--- src/rtl/multiplier_core.sv ---
// Unsigned SIZE x SIZE array multiplier: AND-gate partial products summed by
// ripple-carry adder rows, with a registered product and overflow flag.
module multiplier_core #(
  parameter int unsigned SIZE = 8
) (
  input  logic              clk,
  input  logic              rst,
  input  logic [SIZE-1:0]   a,
  input  logic [SIZE-1:0]   b,
  output logic              over,
  output logic [2*SIZE-1:0] c
);

  localparam int unsigned PW = 2 * SIZE;

  logic [SIZE-1:0] pp_c [SIZE];
  logic [PW-1:0]   prod_c;
  logic            over_c;

  logic [PW-1:0]   c_q, c_d;
  logic            over_q, over_d;

  // One-bit full adder; returns {carry, sum}.
  function automatic logic [1:0] full_add(input logic x, input logic y, input logic ci);
    full_add = {(x & y) | (x & ci) | (y & ci), x ^ y ^ ci};
  endfunction

  // Partial products: row i is a gated by b[i].
  always_comb begin
    for (int i = 0; i < int'(SIZE); i++) begin
      for (int j = 0; j < int'(SIZE); j++) begin
        pp_c[i][j] = a[j] & b[i];
      end
    end
  end

  // Accumulator holds the running row sum (SIZE bits) plus its carry-out on
  // top; each row retires its LSB into the product and shifts right by one.
  always_comb begin
    logic [SIZE:0]   acc;
    logic [SIZE-1:0] row_sum;
    logic [1:0]      fa;
    logic            cy;
    prod_c  = '0;
    row_sum = '0;
    fa      = '0;
    cy      = 1'b0;
    acc     = {1'b0, pp_c[0]};
    prod_c[0] = acc[0];
    for (int i = 1; i < int'(SIZE); i++) begin
      cy = 1'b0;
      for (int j = 0; j < int'(SIZE); j++) begin
        fa         = full_add(acc[j+1], pp_c[i][j], cy);
        row_sum[j] = fa[0];
        cy         = fa[1];
      end
      acc       = {cy, row_sum};
      prod_c[i] = acc[0];
    end
    // Final row supplies bits SIZE-1 .. 2*SIZE-1, its carry being the MSB.
    prod_c[PW-1:SIZE-1] = acc;
  end

  assign over_c = |prod_c[PW-1:SIZE];

  always_comb begin
    c_d    = prod_c;
    over_d = over_c;
  end

  // Output stage; synchronous reset takes priority over a new product.
  always_ff @(posedge clk) begin
    if (rst) begin
      c_q    <= '0;
      over_q <= 1'b0;
    end else begin
      c_q    <= c_d;
      over_q <= over_d;
    end
  end

  assign c    = c_q;
  assign over = over_q;

endmodule

--- config.mk ---
export PLATFORM = sky130hd
export DESIGN_NAME = multiplier_core
export DESIGN_NICKNAME = d
export VERILOG_FILES = /design/src/rtl/multiplier_core.sv
export SDC_FILE = /design/constraint.sdc
export NUM_CORES = 1
export LEC_CHECK = 0
export CORE_ASPECT_RATIO = 0.75
export CORE_MARGIN = 2
export CORE_UTILIZATION = 30
export DETAILED_ROUTE_END_ITERATION = 8
export HOLD_SLACK_MARGIN = 0.12
export SYNTH_ARGS = -nofsm -noshare
export SYNTH_HDL_FRONTEND = slang
export SYNTH_SLANG_ARGS = --single-unit
--- constraint.sdc ---
create_clock -name clk -period 13.6 [get_ports clk]
set_input_delay 2.04 -clock clk [delete_from_list [all_inputs] [get_ports clk]]
set_output_delay 2.04 -clock clk [all_outputs]
set_load 0.01 [all_outputs]
==> reports/qor.csv <==
stage;metric;value;unit
run;Max-Cap Viols;0;
power;Power, Total;0.000463;W
global_routing;largest net degree at the start of global routing;18;
floorplan;FP Rows;25;
placed_design;port bufs;34;
layout;Antenna Cells;0;
worst_setup_path;Worst Setup Path Type;primary input to register;
route;Via Count;1203;
floorplan;Die Y;73.6;µm
timing;Final setup viols;0;
global_routing;Global Route Usage Sum;10.6;%
clocking;post-CTS sizing;0;
route;post-route ant nets;0;
global_routing;Congestion Overflow GR;0;
logic_synthesis;#FFs+latches synth;17;
min_path;hold path cells;3;
logic_synthesis;main combinational cell family by area after synthesis;adder cells;
clocking;CTS Buffer Depth;2;
floorplan;Starting Density;30.8;%
clocking;root buffer cell;clkbuf_8;
logic_synthesis;Unique masters post-synth;14;
power;Leakage;1.04;nW
outcome;status;complete, no violations;
logic_synthesis;Post-Synthesis Cells;171;
logic_synthesis;Adder-Cell Fraction of Synth Area;54.7;%
timing;min Tclk post-route;12050;ps
timing;Worst Setup Slack, final;1550;ps
min_path;Hold Path Origin;a[0];
timing;RSZ-0062 raised after global routing;false;
layout;commonest cells after routing, fill and taps aside;and2_1 (49), fa_1 (48), clkdlybuf4s50_1 (34);
route;TritonRoute pass-1 iters;3;
layout;Final nets;282;
timing;f_max;0.0830;GHz
floorplan;total die area;7130;µm²
timing;Slew headroom;63.9;%
clocking;CTS H-tree depth;1;
route;# DRC;0;
worst_setup_path;Startpoint Class;primary input;
logic_synthesis;Mapped Area;1940;µm²
clocking;clock-pin slew on the worst setup and hold paths;60;ps
logic_synthesis;sequential share of the synthesized area;17.6;%
min_path;Hold EP;c[0]$_SDFF_PP0_;
clocking;TritonCTS clock tree;yes;
route;DR WL/cell;10.9;µm
logic_synthesis;post-synthesis mux area share;0;%
timing;Final Hold Viols;0;
placed_design;RD Place Congestion;0.710;
power;VDD IR max;0.0841;mV
global_routing;vias in the first global route;1406;
timing;setup_tns;0;ps
logic_synthesis;synth warn;0;
logic_synthesis;post-synthesis compound-gate area fraction;0.452;%
worst_setup_path;Arr. time, crit path;12170;ps
global_routing;initial antenna violation count;0;
clocking;Post CTS Setup Buffer Count;0;
route;final wirelength;3140;µm
clocking;# clock sinks;17;
route;vias per cell;4.18;
logic_synthesis;synthesized area per cell;11.3;µm²
timing;Worst Max-Slew Pin Slew;540;ps
floorplan;I/O Pins;35;
floorplan;die width;96.8;µm
timing;final slew viol count;0;
floorplan;core region area;6290;µm²
worst_setup_path;Crit Path Max Fanout;8;
logic_synthesis;Post-Synth XOR/XNOR Area;0;%
route;Detailed Route Iter0 Violations;14;
global_routing;first-pass GRT wire length;6180;µm
placed_design;Place WS;1220;ps
worst_setup_path;Crit path required time;13720;ps
timing;crit share post-route;88.6;%
logic_synthesis;synthesized net count;245;
layout;most common cell after layout, fill and taps aside;and2_1;
layout;area delta synth->final;24.5;%
clocking;Inserted Clock Buffers;3;
layout;share of post-route cells with drive strength above 1;2.42;%
min_path;worst min path class;primary input to register;
power;Pwr Density;192;nW/µm²
logic_synthesis;simple-gate share of the synthesized area;24.1;%
placed_design;hpwl dp;2890;µm
clocking;Post-CTS Hold Fix Bufs;0;
worst_setup_path;CP Capture Type;register;
[worst max-delay path by stage]
| stage | to | startpoint | slack, ps | cells after the start |
|---|---|---|---|---|
| after floorplan | over$_SDFF_PP0_ | b[1] | 2130 | 24 |
| after global placement | over$_SDFF_PP0_ | b[1] | 1340 | 25 |
| after detailed placement | over$_SDFF_PP0_ | b[1] | 1220 | 25 |
| after CTS | over$_SDFF_PP0_ | b[1] | 1480 | 25 |
| after global routing | over$_SDFF_PP0_ | b[1] | 1060 | 27 |
| final | over$_SDFF_PP0_ | b[1] | 1550 | 25 |
[worst max-delay path, stage by stage]
cell and delay (ps):
clkdlybuf4s50_1 530, and2_1 220, ha_1 210, fa_1 450, fa_1 500, fa_1 400
fa_1 460, fa_1 470, fa_1 460, fa_1 460, fa_1 470, fa_1 580
fa_1 440, fa_1 410, fa_1 460, fa_1 510, fa_1 440, fa_1 470
fa_1 540, inv_1 50, fa_1 430, fa_1 390, fa_1 520, and4_1 210
a21oi_2 50
[metrics by stage]
stage          cell area (µm²)  std cells  hold WS, ps  utilization (%)
2_1_floorplan             1940        171         2110                -
3_3_place_gp              2370        284         2780             37.7
3_5_place_dp              2370        284         2780             37.7
4_1_cts                   2410        288         2540             38.4
5_1_grt                   2410        288         2580             38.4
6_report                  2410        288         2530             38.4
[cell families after synthesis]
logic type,Yosys count
flops,17
fa+ha+maj,56
simple gates,82
compound gates,1
buf+inv,15
[registers in the layout, indices dropped and copies added (netlist names)]
name	count
c	16
over	1
[metal layers]
| layer | share of wire, % | GRT usage [%] |
|---|---|---|
| met5 | 0 | 0 |
| met1 | 46 | 12.6 |
| met3 | 3.2 | 2.00 |
| met2 | 50 | 20.3 |
| met4 | 0.92 | 2.35 |
[area by class of cell]
| cell class | instances | area (µm²) |
|---|---|---|
| Timing Repair Buffer | 34 | 340 |
| Clock buffer | 4 | 45.0 |
| Fill cell | 625 | 3870 |
| Inverter | 13 | 48.8 |
| Multi-Input combinational cell | 139 | 1540 |
| Tap cell | 81 | 101 |
| Sequential cell | 17 | 340 |
[synthesized netlist by cell type, drive strengths merged]
master / count / share of area (%)
and2: 49 / 16
fa: 48 / 50
dfxtp: 17 / 18
nand2: 15 / 2.9
inv: 13 / 2.5
nor2: 9 / 1.7
ha: 8 / 5.2
and2b: 6 / 2.3
and4: 2 / 0.97
buf: 2 / 0.65
a21oi: 1 / 0.45
nor2b: 1 / 0.32
[power breakdown]
group          internal [W]  switching (W)  leakage [nW]
registers         0.0000680     0.00000326         0.141
clock network     0.0000207      0.0000157        0.0228
logic              0.000177       0.000178         0.876
Note: power is estimated with default switching activity, not from simulation.
==> patch 1, RTL diff (same settings) <==
Put one more register stage on the output `c`, without a reset. The value now appears one clock later. The other outputs are not delayed to match.
--- a/src/rtl/multiplier_core.sv
+++ b/src/rtl/multiplier_core.sv
@@ -79,7 +79,9 @@
     end
   end
 
-  assign c    = c_q;
+  always_ff @(posedge clk) begin
+    c <= c_q;
+  end
   assign over = over_q;
 
 endmodule
Check against the original RTL: not equivalent (a bounded check fails within 4 cycles, from zero or initial values and one cycle with rst high).
==> patch 1 against the original RTL <==
  * Non-clock buffer count unchanged
  * Routed wire length increased by 4.7%
  * Sequential share of layout area increased by 9.2 points
  * Utilization increased by 0.22 points
  * Setup slack improved by 0.072 ns
  * Power increased by 25%
  * Global-route usage decreased by 0.93 points
  * Design area increased by 17%
  * Critical path depth unchanged
  * Sequential cell count increased by 16
  * Area after synthesis increased by 17%
  * Largest power group unchanged
  * Highest routed layer unchanged
==> patch 1: results (changes against the original RTL) <==
Hold Path Depth=0 (-3); final WL=3.290 mm (+4.7%); TritonCTS buffer count=5 (+2); TritonRoute pass-1 iters=4 (+1); tightest hold margin=0.3207 ns (-2.206 ns); sequential share of the synthesized area=0.2925 (+0.1169); top post-synthesis cells by area=fa_1 43%, dfxtp_1 29%, and2_1 14%, ha_1 4.4%, nand2_1 2.5%; Hold Startpoint=c_q[9]; drt initial violations=12 (-2); DR vias/cell=3.966 (-5.0%); Peak VDD IR=0.07370 mV (-12%); Avg Cell Area, Syn=12.08 µm² (+6.6%); global-route wire length before repair=6.382 mm (+3.2%); Worst-Margin Slew=0.5423 ns (+0.002737 ns); Post-Place Worst Slack=1.257 ns (+0.03830 ns); Worst Hold Endpoint=c[9]; H-tree Lvls=2 (+1); crit path DAT=12.12 ns (-0.05 ns); Static Leak=0.001209 µW (+16%); layout cells sized above 1=0.03965 (+0.01549); dpl cells=320 (+13%); GPL Wtd Cong=0.7027 (-1.0%); Commonest cells post-synth=49 x and2_1, 48 x fa_1, 33 x dfxtp_1; status=finished clean; Filler Cells Inserted=736 (+18%); Syn Nets=261 (+6.5%); final instance count without filler cells=328 (+14%); DPL Wire Length=2.940 mm (+1.8%); nets=300 (+6.4%)
patch 1: cell count changes after synthesis:
cell	change
dfxtp_1	+16
patch 1: cell families (layout without fill, tap and decap cells):
logic type / after synthesis / in the layout / share of synthesized area
buffers and inverters: 15 / 55 / 0.02715
AOI/OAI and AO/OA: 1 / 1 / 0.003879
adders and majority gates: 56 / 56 / 0.4698
DFF: 33 / 33 / 0.2925
and+or+nand+nor: 82 / 82 / 0.2066
patch 1: final cells by class:
type,count,area share
Clock buffer,7,0.03052
Clock inverter,1,0.01061
Inverter,13,0.01725
Multi-Input combinational cell,139,0.5431
Sequential cell,33,0.2335
Tap cell,101,0.04467
Timing Repair Buffer,34,0.1203
patch 1: power breakdown:
group	internal, µW	total (µW)	switching [µW]
clock network	59.7	91.4	31.7
registers	129	135	5.86
logic	175	352	176
total	364	578	214
patch 1: worst max path at each step:
stage                      end  cells after the start  start  slack, ns
after floorplan           over                     24   b[1]       2.13
after global placement    over                     25   b[1]       1.36
after detailed placement  over                     25   b[1]       1.26
after CTS                 over                     25   b[1]       1.55
after global routing      over                     25   b[0]       1.16
final                     over                     25   b[1]       1.62
patch 1: per-layer routing:
layer  global-route usage  routed length, µm
met5                    0                  0
met4              0.02838                 37
met3              0.02709                137
met2               0.1757               1565
met1               0.1124               1549
patch 1: stage by stage:
stage	power (µW)	cell area [µm²]
floorplan	395.7	2258
global placement	498.4	2713
detailed placement	497.0	2713
CTS	592.2	2829
global route	658.5	2829
finish	577.8	2829
==> patch 2, RTL diff (same settings) <==
Without the edit above. The parameter `SIZE` goes from 8 to 16.
--- a/src/rtl/multiplier_core.sv
+++ b/src/rtl/multiplier_core.sv
@@ -1,7 +1,7 @@
 // Unsigned SIZE x SIZE array multiplier: AND-gate partial products summed by
 // ripple-carry adder rows, with a registered product and overflow flag.
 module multiplier_core #(
-  parameter int unsigned SIZE = 8
+  parameter int unsigned SIZE = 16
 ) (
   input  logic              clk,
   input  logic              rst,
Ports: changed (resized a, b and c); port bits go from 35 to 67. No check against the original RTL was run, so the function may have changed too.
==> patch 2 against the original RTL <==
  * The flow now finishes with violations (negative setup slack)
  * Sequential cell count is 16 higher
  * Routed wire length grew to 4.2 times the old value
  * Area after synthesis grew to 3.8 times the old value
  * Count of clock-buffer cells in the layout is 2 higher
  * Critical path type unchanged
  * Setup slack worse by 8.6 ns
  * Hold slack worse by 0.48 ns
  * Highest routed layer unchanged
  * Design area grew to 3.9 times the old value
  * Die area grew to 3.6 times the old value
  * Via count grew to 3.6 times the old value
Power is not shown: default switching activity piles up to over one toggle a cycle in this logic, so the estimate is an artifact.
==> patch 2: results (changes against the original RTL) <==
crit path DAT=20.87 ns (+8.70 ns); Max-slew headroom=0.6062 (-0.03299); global-route wire length before repair=24.70 mm (+300%); dpl cells=1001 (+250%); H-tree Lvls=2 (+1); Crit-path slowest cell=fa_2; TritonCTS buffer count=5 (+2); status=complete, but fails checks; Avg Cell Area, Syn=11.58 µm² (+2.1%); layout cells sized above 1=0.3983 (+0.3741); failing checks=negative setup slack; Commonest cells post-synth=224 x fa_1, 217 x and2_1, 38 x nand2_1; drt initial violations=100 (+86); Post-Place Worst Slack=-8.121 ns (-9.340 ns); nets=976 (+250%); DR vias/cell=4.338 (+3.9%); clk root buf=clkbuf_16; Placed Area=9114 µm² (+280%); per-cell routed wire length=13.21 µm (+21%); largest net degree at the start of global routing=33 (+15); vias in the first global route=5086 (+260%); compound-gate portion of the synthesized area=0.001544 (-0.002975); Total GRT Usage=0.1185 (+0.01253); setup ws final=-7.099 ns (-8.646 ns); DPL Wire Length=12.45 mm (+330%); max reg flops=32 (+16); slowest stage delay, CP=0.60 ns (+0.02 ns); final number of setup-violating endpoints=19 (+19); vias=4377 (+260%); final setup TNS=-79.54 ns (-79.54 ns); sequential share of the synthesized area=0.09058 (-0.08502); top post-synthesis cells by area=fa_1 61%, and2_1 19%, dfxtp_1 9.1%, ha_1 2.7%, nand2_1 2.0%
## patch 2: cell count changes in the layout (fill, tap and decap cells not counted), sizes merged, moves of 3 or more
cell           unedited run  this run
fa                       48       224
and2                     49       217
clkbuf                    4         7
and2b                     6         0
nor2                      9        16
ha                        8        16
nand2                    15        38
nand4                     0         4
clkdlybuf4s50            34        61
nor2b                     1        15
inv                      13        30
buf                       0        37
dfxtp                    17        33
## patch 2: final timing paths
check	start	end	slack, ns	depth (start not counted)
min	b[0]	c[0]	2.04	2
max	b[1]	over	-7.10	49
## patch 2: final cells by class
class,instances,area [µm²],share of cell area
multi-input combinational,532,6972,0.7490
timing repair buffer,100,1041,0.1118
sequential,33,660.6,0.07098
tap,306,382.9,0.04113
clock buffer,6,128.9,0.01385
inverter,30,112.6,0.01210
clock inverter,2,10.01,0.001075
## patch 2: per-layer routing
layer  global-route usage  share of wire  wire length, µm
met5                    0              0                0
met1               0.1671           0.49             6469
met4              0.01768         0.0074               98
met3              0.01366          0.017              232
met2               0.2008           0.49             6526
